===== config.mk =====
export PLATFORM = sky130hd
export DESIGN_NAME = fifo_unpack_reader
export DESIGN_NICKNAME = d
export VERILOG_FILES = /design/src/rtl/frodo_stream_pkg.sv /design/src/rtl/fifo_unpack_reader.sv
export SDC_FILE = /design/constraint.sdc
export NUM_CORES = 1
export LEC_CHECK = 0
export CORE_AREA = 2 2 95 97
export CTS_CLUSTER_SIZE = 14
export DETAILED_ROUTE_END_ITERATION = 6
export DIE_AREA = 0 0 97 99
export GPL_ROUTABILITY_DRIVEN = 0
export HOLD_SLACK_MARGIN = 0.08
export PLACE_DENSITY = 0.86
export SKIP_CTS_REPAIR_TIMING = 1
export SYNTH_ARGS = -nofsm -noshare
export SYNTH_HDL_FRONTEND = slang
export SYNTH_SLANG_ARGS = --single-unit

===== constraint.sdc =====
create_clock -name clk -period 3.3 [get_ports clk]
set_input_delay 0.33 -clock clk [delete_from_list [all_inputs] [get_ports clk]]
set_output_delay 0.33 -clock clk [all_outputs]
set_load 0.005 [all_outputs]

===== src/rtl/frodo_stream_pkg.sv =====
// rtl/frodo_stream_pkg.sv - shared types and width defaults for the Frodo/Scloud stream blocks
//
// Purpose: common FSM state encoding for the FIFO unpack reader and the
//          default word/coefficient widths used across the stream datapath.
// Contents:
//   COEF_W          default coefficient (slice) width
//   WORD_W          default packed FIFO word width
//   unpack_state_e  IDLE / LOAD / EMIT / DONE states of fifo_unpack_reader
package frodo_stream_pkg;

  localparam int COEF_W = 16;
  localparam int WORD_W = 64;

  typedef enum logic [1:0] {
    IDLE = 2'd0,
    LOAD = 2'd1,
    EMIT = 2'd2,
    DONE = 2'd3
  } unpack_state_e;

endpackage


===== src/rtl/fifo_unpack_reader.sv =====
// rtl/fifo_unpack_reader.sv - drains packed FIFO words and streams their slices LSB first
//
// Purpose: per start command, pops IN_W-bit words from a first-word-fall-through
//          FIFO and emits num_slices OUT_W-bit slices on a valid/ready stream,
//          one slice per cycle when neither side stalls.
// Ports:
//   clk, rst          clock; synchronous active-high reset
//   start, num_slices command strobe and slice count (sampled only in IDLE)
//   busy, done        busy during LOAD/EMIT; one-cycle done pulse after the last slice
//   fifo_empty        FIFO empty flag
//   fifo_dout         FIFO head word (valid whenever !fifo_empty)
//   fifo_pop          combinational pop, never asserted while fifo_empty
//   out_valid         slice valid
//   out_ready         downstream accept
//   out_data          current slice of the holding word
//   out_last          high with the final slice of the command
module fifo_unpack_reader
  import frodo_stream_pkg::*;
#(
  parameter int IN_W  = WORD_W,
  parameter int OUT_W = COEF_W,
  parameter int LEN_W = 16
) (
  input  logic             clk,
  input  logic             rst,
  input  logic             start,
  input  logic [LEN_W-1:0] num_slices,
  output logic             busy,
  output logic             done,
  input  logic             fifo_empty,
  input  logic [IN_W-1:0]  fifo_dout,
  output logic             fifo_pop,
  output logic             out_valid,
  input  logic             out_ready,
  output logic [OUT_W-1:0] out_data,
  output logic             out_last
);

  localparam int RATIO = IN_W / OUT_W;
  localparam int IDX_W = (RATIO > 1) ? $clog2(RATIO) : 1;
  localparam logic [IDX_W-1:0] IDX_LAST = IDX_W'(RATIO - 1);
  localparam logic [LEN_W-1:0] REM_ONE  = LEN_W'(1);

  unpack_state_e    state_q, state_d;
  logic [IN_W-1:0]  hreg_q, hreg_d;
  logic [IDX_W-1:0] idx_q, idx_d;
  logic [LEN_W-1:0] rem_q, rem_d;
  logic             pop_raw;

  always_comb begin
    state_d = state_q;
    hreg_d  = hreg_q;
    idx_d   = idx_q;
    rem_d   = rem_q;
    pop_raw = 1'b0;
    unique case (state_q)
      IDLE: begin
        if (start) begin
          if (num_slices == '0) begin
            state_d = DONE;
          end else begin
            state_d = LOAD;
            rem_d   = num_slices;
          end
        end
      end
      LOAD: begin
        if (!fifo_empty) begin
          pop_raw = 1'b1;
          hreg_d  = fifo_dout;
          idx_d   = '0;
          state_d = EMIT;
        end
      end
      EMIT: begin
        if (out_ready) begin
          rem_d = rem_q - REM_ONE;
          if (rem_q == REM_ONE) begin
            // Remaining slices of the current word are dropped; no extra pop.
            state_d = DONE;
          end else if (idx_q != IDX_LAST) begin
            idx_d = idx_q + IDX_W'(1);
          end else if (!fifo_empty) begin
            // Reload in the same cycle as the last slice handshake: no bubble.
            pop_raw = 1'b1;
            hreg_d  = fifo_dout;
            idx_d   = '0;
          end else begin
            state_d = LOAD;
          end
        end
      end
      DONE: begin
        state_d = IDLE;
      end
      default: begin
        state_d = IDLE;
      end
    endcase
  end

  always_ff @(posedge clk) begin
    if (rst) begin
      state_q <= IDLE;
      hreg_q  <= '0;
      idx_q   <= '0;
      rem_q   <= '0;
    end else begin
      state_q <= state_d;
      hreg_q  <= hreg_d;
      idx_q   <= idx_d;
      rem_q   <= rem_d;
    end
  end

  // Reset must win over a pending pop so the FIFO is not consumed in the reset cycle.
  assign fifo_pop  = pop_raw && !rst;
  assign busy      = (state_q == LOAD) || (state_q == EMIT);
  assign done      = (state_q == DONE);
  assign out_valid = (state_q == EMIT);
  assign out_last  = (state_q == EMIT) && (rem_q == REM_ONE);
  assign out_data  = hreg_q[idx_q*OUT_W +: OUT_W];

endmodule


; Yosys cells after proc, flatten, opt, wreduce, memory -nomap -nowiden
; Index checks and enable logic that the tools add are counted.
[op_classes]
div_mod_pow = 0
muxes = 27
n_mul = 0
shift = 1
reduce_logical = 12
magnitude_cmp = 0
n_bitwise = 0
add_sub_neg = 2
n_eq_ne = 13
[ops]
columns = cell, n
row1 = 2-to-1 mux 64 bit, 4
row2 = case mux 64 bit (2 select lines), 1
row3 = indexed part select 64 x 7 -> 16 bit, 1
row4 = 2-to-1 mux 16 bit, 3
row5 = case mux 16 bit (2 select lines), 1
row6 = 2-to-1 mux 2 bit, 11
row7 = "equality test 16 x 1 -> 1 bit, second input constant", 1
row8 = logical NOT 16 bit, 1
row9 = "subtractor 16 x 1 -> 16 bit, second input constant", 1
row10 = "!= test 2 bit, second input constant", 6
row11 = case mux 2 bit (4 select lines), 1
row12 = AND reduction 4 bit, 2
row13 = AND reduction 5 bit, 1
row14 = "equality test 2 bit, second input constant", 2
row15 = 2-to-1 mux 1 bit, 4
row16 = case mux 2 bit (2 select lines), 1
row17 = nonzero test 2 bit, 2
row18 = "!= test 3 x 2 -> 1 bit, second input constant", 1
row19 = "!= test 3 bit, second input constant", 1
row20 = AND reduction 3 bit, 1
row21 = "adder 2 x 1 -> 2 bit, second input constant", 1
row22 = "equality test 2 x 1 -> 1 bit, second input constant", 1
row23 = logical AND 1 bit, 2
row24 = logical NOT 2 bit, 1
row25 = other kinds (4), 4
[word_totals]
input_bits = 85
mem_count = 0
word_cells = 59
out_inout_bits = 21
latchBits = 0
ff_bits = 84
ram_bits = 0
mem_bits_ro = 0

; Logic depth before layout (Yosys ltp)
[depth]
word_depth = 6
depth_mapped = 10
depth_no_buf = 7

; Worst setup path before layout
; OpenSTA, ideal clock, no wires.
[synth_timing]
kind = register to register
start = register rem_q[1]
end = register hreg_q[0]
path_stages_with_launch = 11
setup_ps = 142
period_less_slack_ps = 2468
path_buffers = 3
path_slack_ps = 832
arrival_time_ps = 2326
required_ps = 3158
cell_sequence = dfxtp_1 inv_1 ha_1 or4b_2 or4_1 buf_2 a31o_2 buf_2 buf_2 nand2_1 a21oi_2
[synth_via]
elab_chain_cells = 3
[synth_lines]
columns = item, line
row1 = "start, declared", fifo_unpack_reader.sv:47  ; logic [LEN_W-1:0] rem_q, rem_d;
row2 = "start signal, assigned", fifo_unpack_reader.sv:112  ; rem_q <= rem_d;
row3 = equality test 16 x 1 -> 1 bit, fifo_unpack_reader.sv:78  ; if (rem_q == REM_ONE) begin
row4 = != test 2 bit (no line), --
row5 = AND reduction 4 bit (no line), --
row6 = "end signal, assigned", fifo_unpack_reader.sv:110  ; hreg_q <= hreg_d;
row7 = "end, declared", fifo_unpack_reader.sv:45  ; logic [IN_W-1:0] hreg_q, hreg_d;
; No other way between the ends.
; A chain may end at the register's enable or synchronous reset.

; Worst setup path after layout
[layout_timing]
start = register rem_q[1]
end = output port fifo_pop
[layout_via]
elab_chain_cells = 5
[layout_lines]
columns = item, line
row1 = equality test 16 x 1 -> 1 bit, fifo_unpack_reader.sv:78
row2 = 2-to-1 mux 1 bit, fifo_unpack_reader.sv:78
row3 = 2-to-1 mux 1 bit, fifo_unpack_reader.sv:76  ; if (out_ready) begin
row4 = case mux 1 bit (2 select lines), fifo_unpack_reader.sv:56  ; unique case (state_q)
row5 = logical AND 1 bit, fifo_unpack_reader.sv:117  ; assign fifo_pop = pop_raw && !rst;
row6 = "end, declared", fifo_unpack_reader.sv:32  ; output logic fifo_pop,
; No other way between the ends.

==> results.yml <==
worst_setup_path:
  startpoint: "rem_q[1]"
  r2r_start: "rem_q[1]"
  reg2reg_to: "hreg_q[37]"
  worstPathMaxFanout: 7
  critical_path.slowest_cell: "or4b_2"
  critical_path_class: "flop to output port"
  end_kind: "output port"
  required_ps: 2970
  cp-start-kind: "flop"
  reg2reg_depth: 8
  worstPathCellList: "inv_1 > ha_1 > or4b_2 > or4_4 > a41oi_1 > nor4b_1 > clkdlybuf4s50_1"
  r2r_slack_ps: 620
  cp-endpoint: "fifo_pop"
  arrival_ps: 2780
  max_stage_delay_ps: 590
synth:
  synth_ff_type: "dfxtp_1"
  synth_most_common_cell: "nand2_1"
  async_flop_share: 0
  synth_area_leaders: "dfxtp_1, nand2_1, a21oi_1"
  seq_area_frac_synth: 0.4085
  synth_edf_count: 0
  synth.top_cells.by_count: "nand2_1, dfxtp_1, a21oi_1"
  netlist_instances: 492
  yosysTopAreaCell: "dfxtp_1"
  synth_area_mm2: 0.004116
  syn_nets: 585
  synth_top_area_frac: 0.4085
  synth_seq_cells: 84
  synth_warnings: 0
  synth_cell_type_count: 50
  synth.avg_cell_area_um2: 8.367
drt:
  wire_per_inst_um: 14.96
  finalWirelength_mm: 10.34
  drc_errors: 0
  vias_per_cell: 5.541
  first_pass_iters: 5
  route.vias.total: 3829
  drtAntennaViolNets: 0
  drtIter0Drc: 176
power_and_ir_drop:
  power_density_mw_per_mm2: 677.0
  vdd_drop_max_v: 0.0004162
  leakage_uw: 0.001824
floorplanning:
  die_x_um: 97
  die_area_mm2: 0.009603
  ioPinCount: 106
  num_rows: 34
  start_util: 0.4814
  core_area_mm2: 0.008551
  dieHeight_um: 99
clock_tree:
  root_buffer: "clkbuf_8"
  cts_made_buffers: 9
  numClockSinks: 84
  htreeDepth: 3
  cts_tree: "built"
  clkTransAtPathRegs_ps: 80
  clock_path_buffers: 2
  clk-insertion-delay-late_ps: 340
cells_and_area:
  layout-drive-gt1-share: 0.1235
  syn2layout_area_growth_pct: 30.03
  n_antenna_cell: 0
  final_nets: 671
worst_hold_path:
  hold-path-cell-count: 2
  hp-class: "flop to flop"
sta:
  fin_crit_ps: 3113
  setup_viol: 0
  final_max_slew_viol_count: 0
  fmax_mhz: 321.2
  tightest_slew_ps: 953.1
  tns_ps: 0
  fin_worst_skew_ps: 7.729
  slew_headroom: 0.3646
  finalHoldWorstSlack_ps: 453.7
  hold_viol_final: 0
  grt_setup_unrepaired: "false"
  fin_crit_sh: 0.9434
grt:
  track_usage: 0.2135
  grt_pass1_wl_mm: 17.19
  antenna_found_initial: 0
  grt_max_degree: 89
  grt_pass1_vias: 3755
  grt_overflow_total: 0
job:
  drv_cap: 0
placement:
  place_hpwl_mm: 7.188
  port_buffers: 105
run_status:
  status: "finished clean"
-- critical path, delay by kind of cell, from the launching register on --
family | cells | cell delay, ps
compound gates | 1 | 250
fa+ha+maj | 1 | 160
buf+inv | 2 | 550
flops | 1 | 330
simple gates | 3 | 1160
-- logic make-up (layout without fill, tap and decap cells) --
logic type | after synthesis | count (layout) | share of synthesized area
AO/OA/AOI/OAI | 127 | 127 | 0.1866
adder cells (fa/ha/maj) | 8 | 8 | 0.02432
buffers and inverters | 44 | 135 | 0.05319
multiplexers | 19 | 19 | 0.09544
flip-flops | 84 | 84 | 0.4085
AND/OR/NAND/NOR | 210 | 210 | 0.2319
-- cell type report --
| type | count | area, um^2 |
|---|---|---|
| Multi-Input combinational cell | 364 | 2220 |
| Clock inverter | 6 | 47.55 |
| Clock buffer | 10 | 127.6 |
| Sequential cell | 84 | 1682 |
| Fill cell | 710 | 3198 |
| Tap cell | 108 | 135.1 |
| Inverter | 6 | 22.52 |
| Timing Repair Buffer | 113 | 1119 |
-- how the worst min path moves through the flow --
stage	start	to	slack (ps)
final	hreg_q[45]	hreg_q[45]	450
after global routing	hreg_q[6]	hreg_q[6]	470
after CTS	hreg_q[45]	hreg_q[45]	450
after detailed placement	hreg_q[45]	hreg_q[45]	440
after global placement	hreg_q[53]	hreg_q[53]	440
after floorplan	hreg_q[32]	hreg_q[32]	430
-- state kept, by name, indices dropped and copies added (netlist names) --
signal	count
rem_q	16
state_q	2
hreg_q	64
idx_q	2
-- per-layer routing --
| metal | up-vias | GRT usage | wire length (um) |
|---|---|---|---|
| met4 | 0 | 0.05525 | 117 |
| met5 | - | 0 | 0 |
| met2 | 143 | 0.3739 | 5096 |
| met1 | 1785 | 0.2707 | 4484 |
| li1 | 1890 | - | - |
| met3 | 11 | 0.04326 | 640 |
-- report_power, final --
part / total, uW / switching, uW / leakage [uW] / internal [uW]
clock: 660 / 381 / 0.0000755 / 279
combinational: 1580 / 887 / 0.00106 / 690
sequential: 1390 / 163 / 0.000684 / 1220
-- layout by cell type, fill, tap and decap left out, types with 2 or more instances in the layout --
| cell type | instances |
|---|---|
| a21o_1 | 2 |
| clkinvlp_4 | 4 |
| clkbuf_8 | 9 |
| nor4_1 | 8 |
| ha_1 | 8 |
| a21oi_2 | 10 |
| nand2_1 | 128 |
| or4_1 | 2 |
| a221oi_1 | 2 |
| or4_4 | 2 |
| nor2_1 | 19 |
| nand4_1 | 2 |
| nand2_2 | 10 |
| o21ai_0 | 15 |
| nand3_1 | 4 |
| clkdlybuf4s50_1 | 104 |
| mux4_2 | 16 |
| inv_6 | 2 |
| mux2_2 | 2 |
| inv_1 | 6 |
| a21oi_1 | 77 |
| nor2b_1 | 4 |
| o32ai_1 | 4 |
| a31o_2 | 2 |
| a22oi_1 | 2 |
| nand2b_1 | 8 |
| buf_4 | 7 |
| dfxtp_1 | 84 |
| nor4b_1 | 2 |
| a211oi_1 | 3 |
| nor3_1 | 12 |
-- metrics by stage --
step	instance area, um^2	setup WS, ps	util	total power (uW)	instances
global route	5353	64.31	0.6260	3888	691
global placement	5174	466.5	0.6051	2895	675
floorplan	4116	832.4	-	2510	492
CTS	5349	42.97	0.6255	3625	691
detailed placement	5174	444.8	0.6051	2955	675
finish	5353	186.6	0.6260	3624	691
Note: power is estimated with default switching activity, not from simulation.
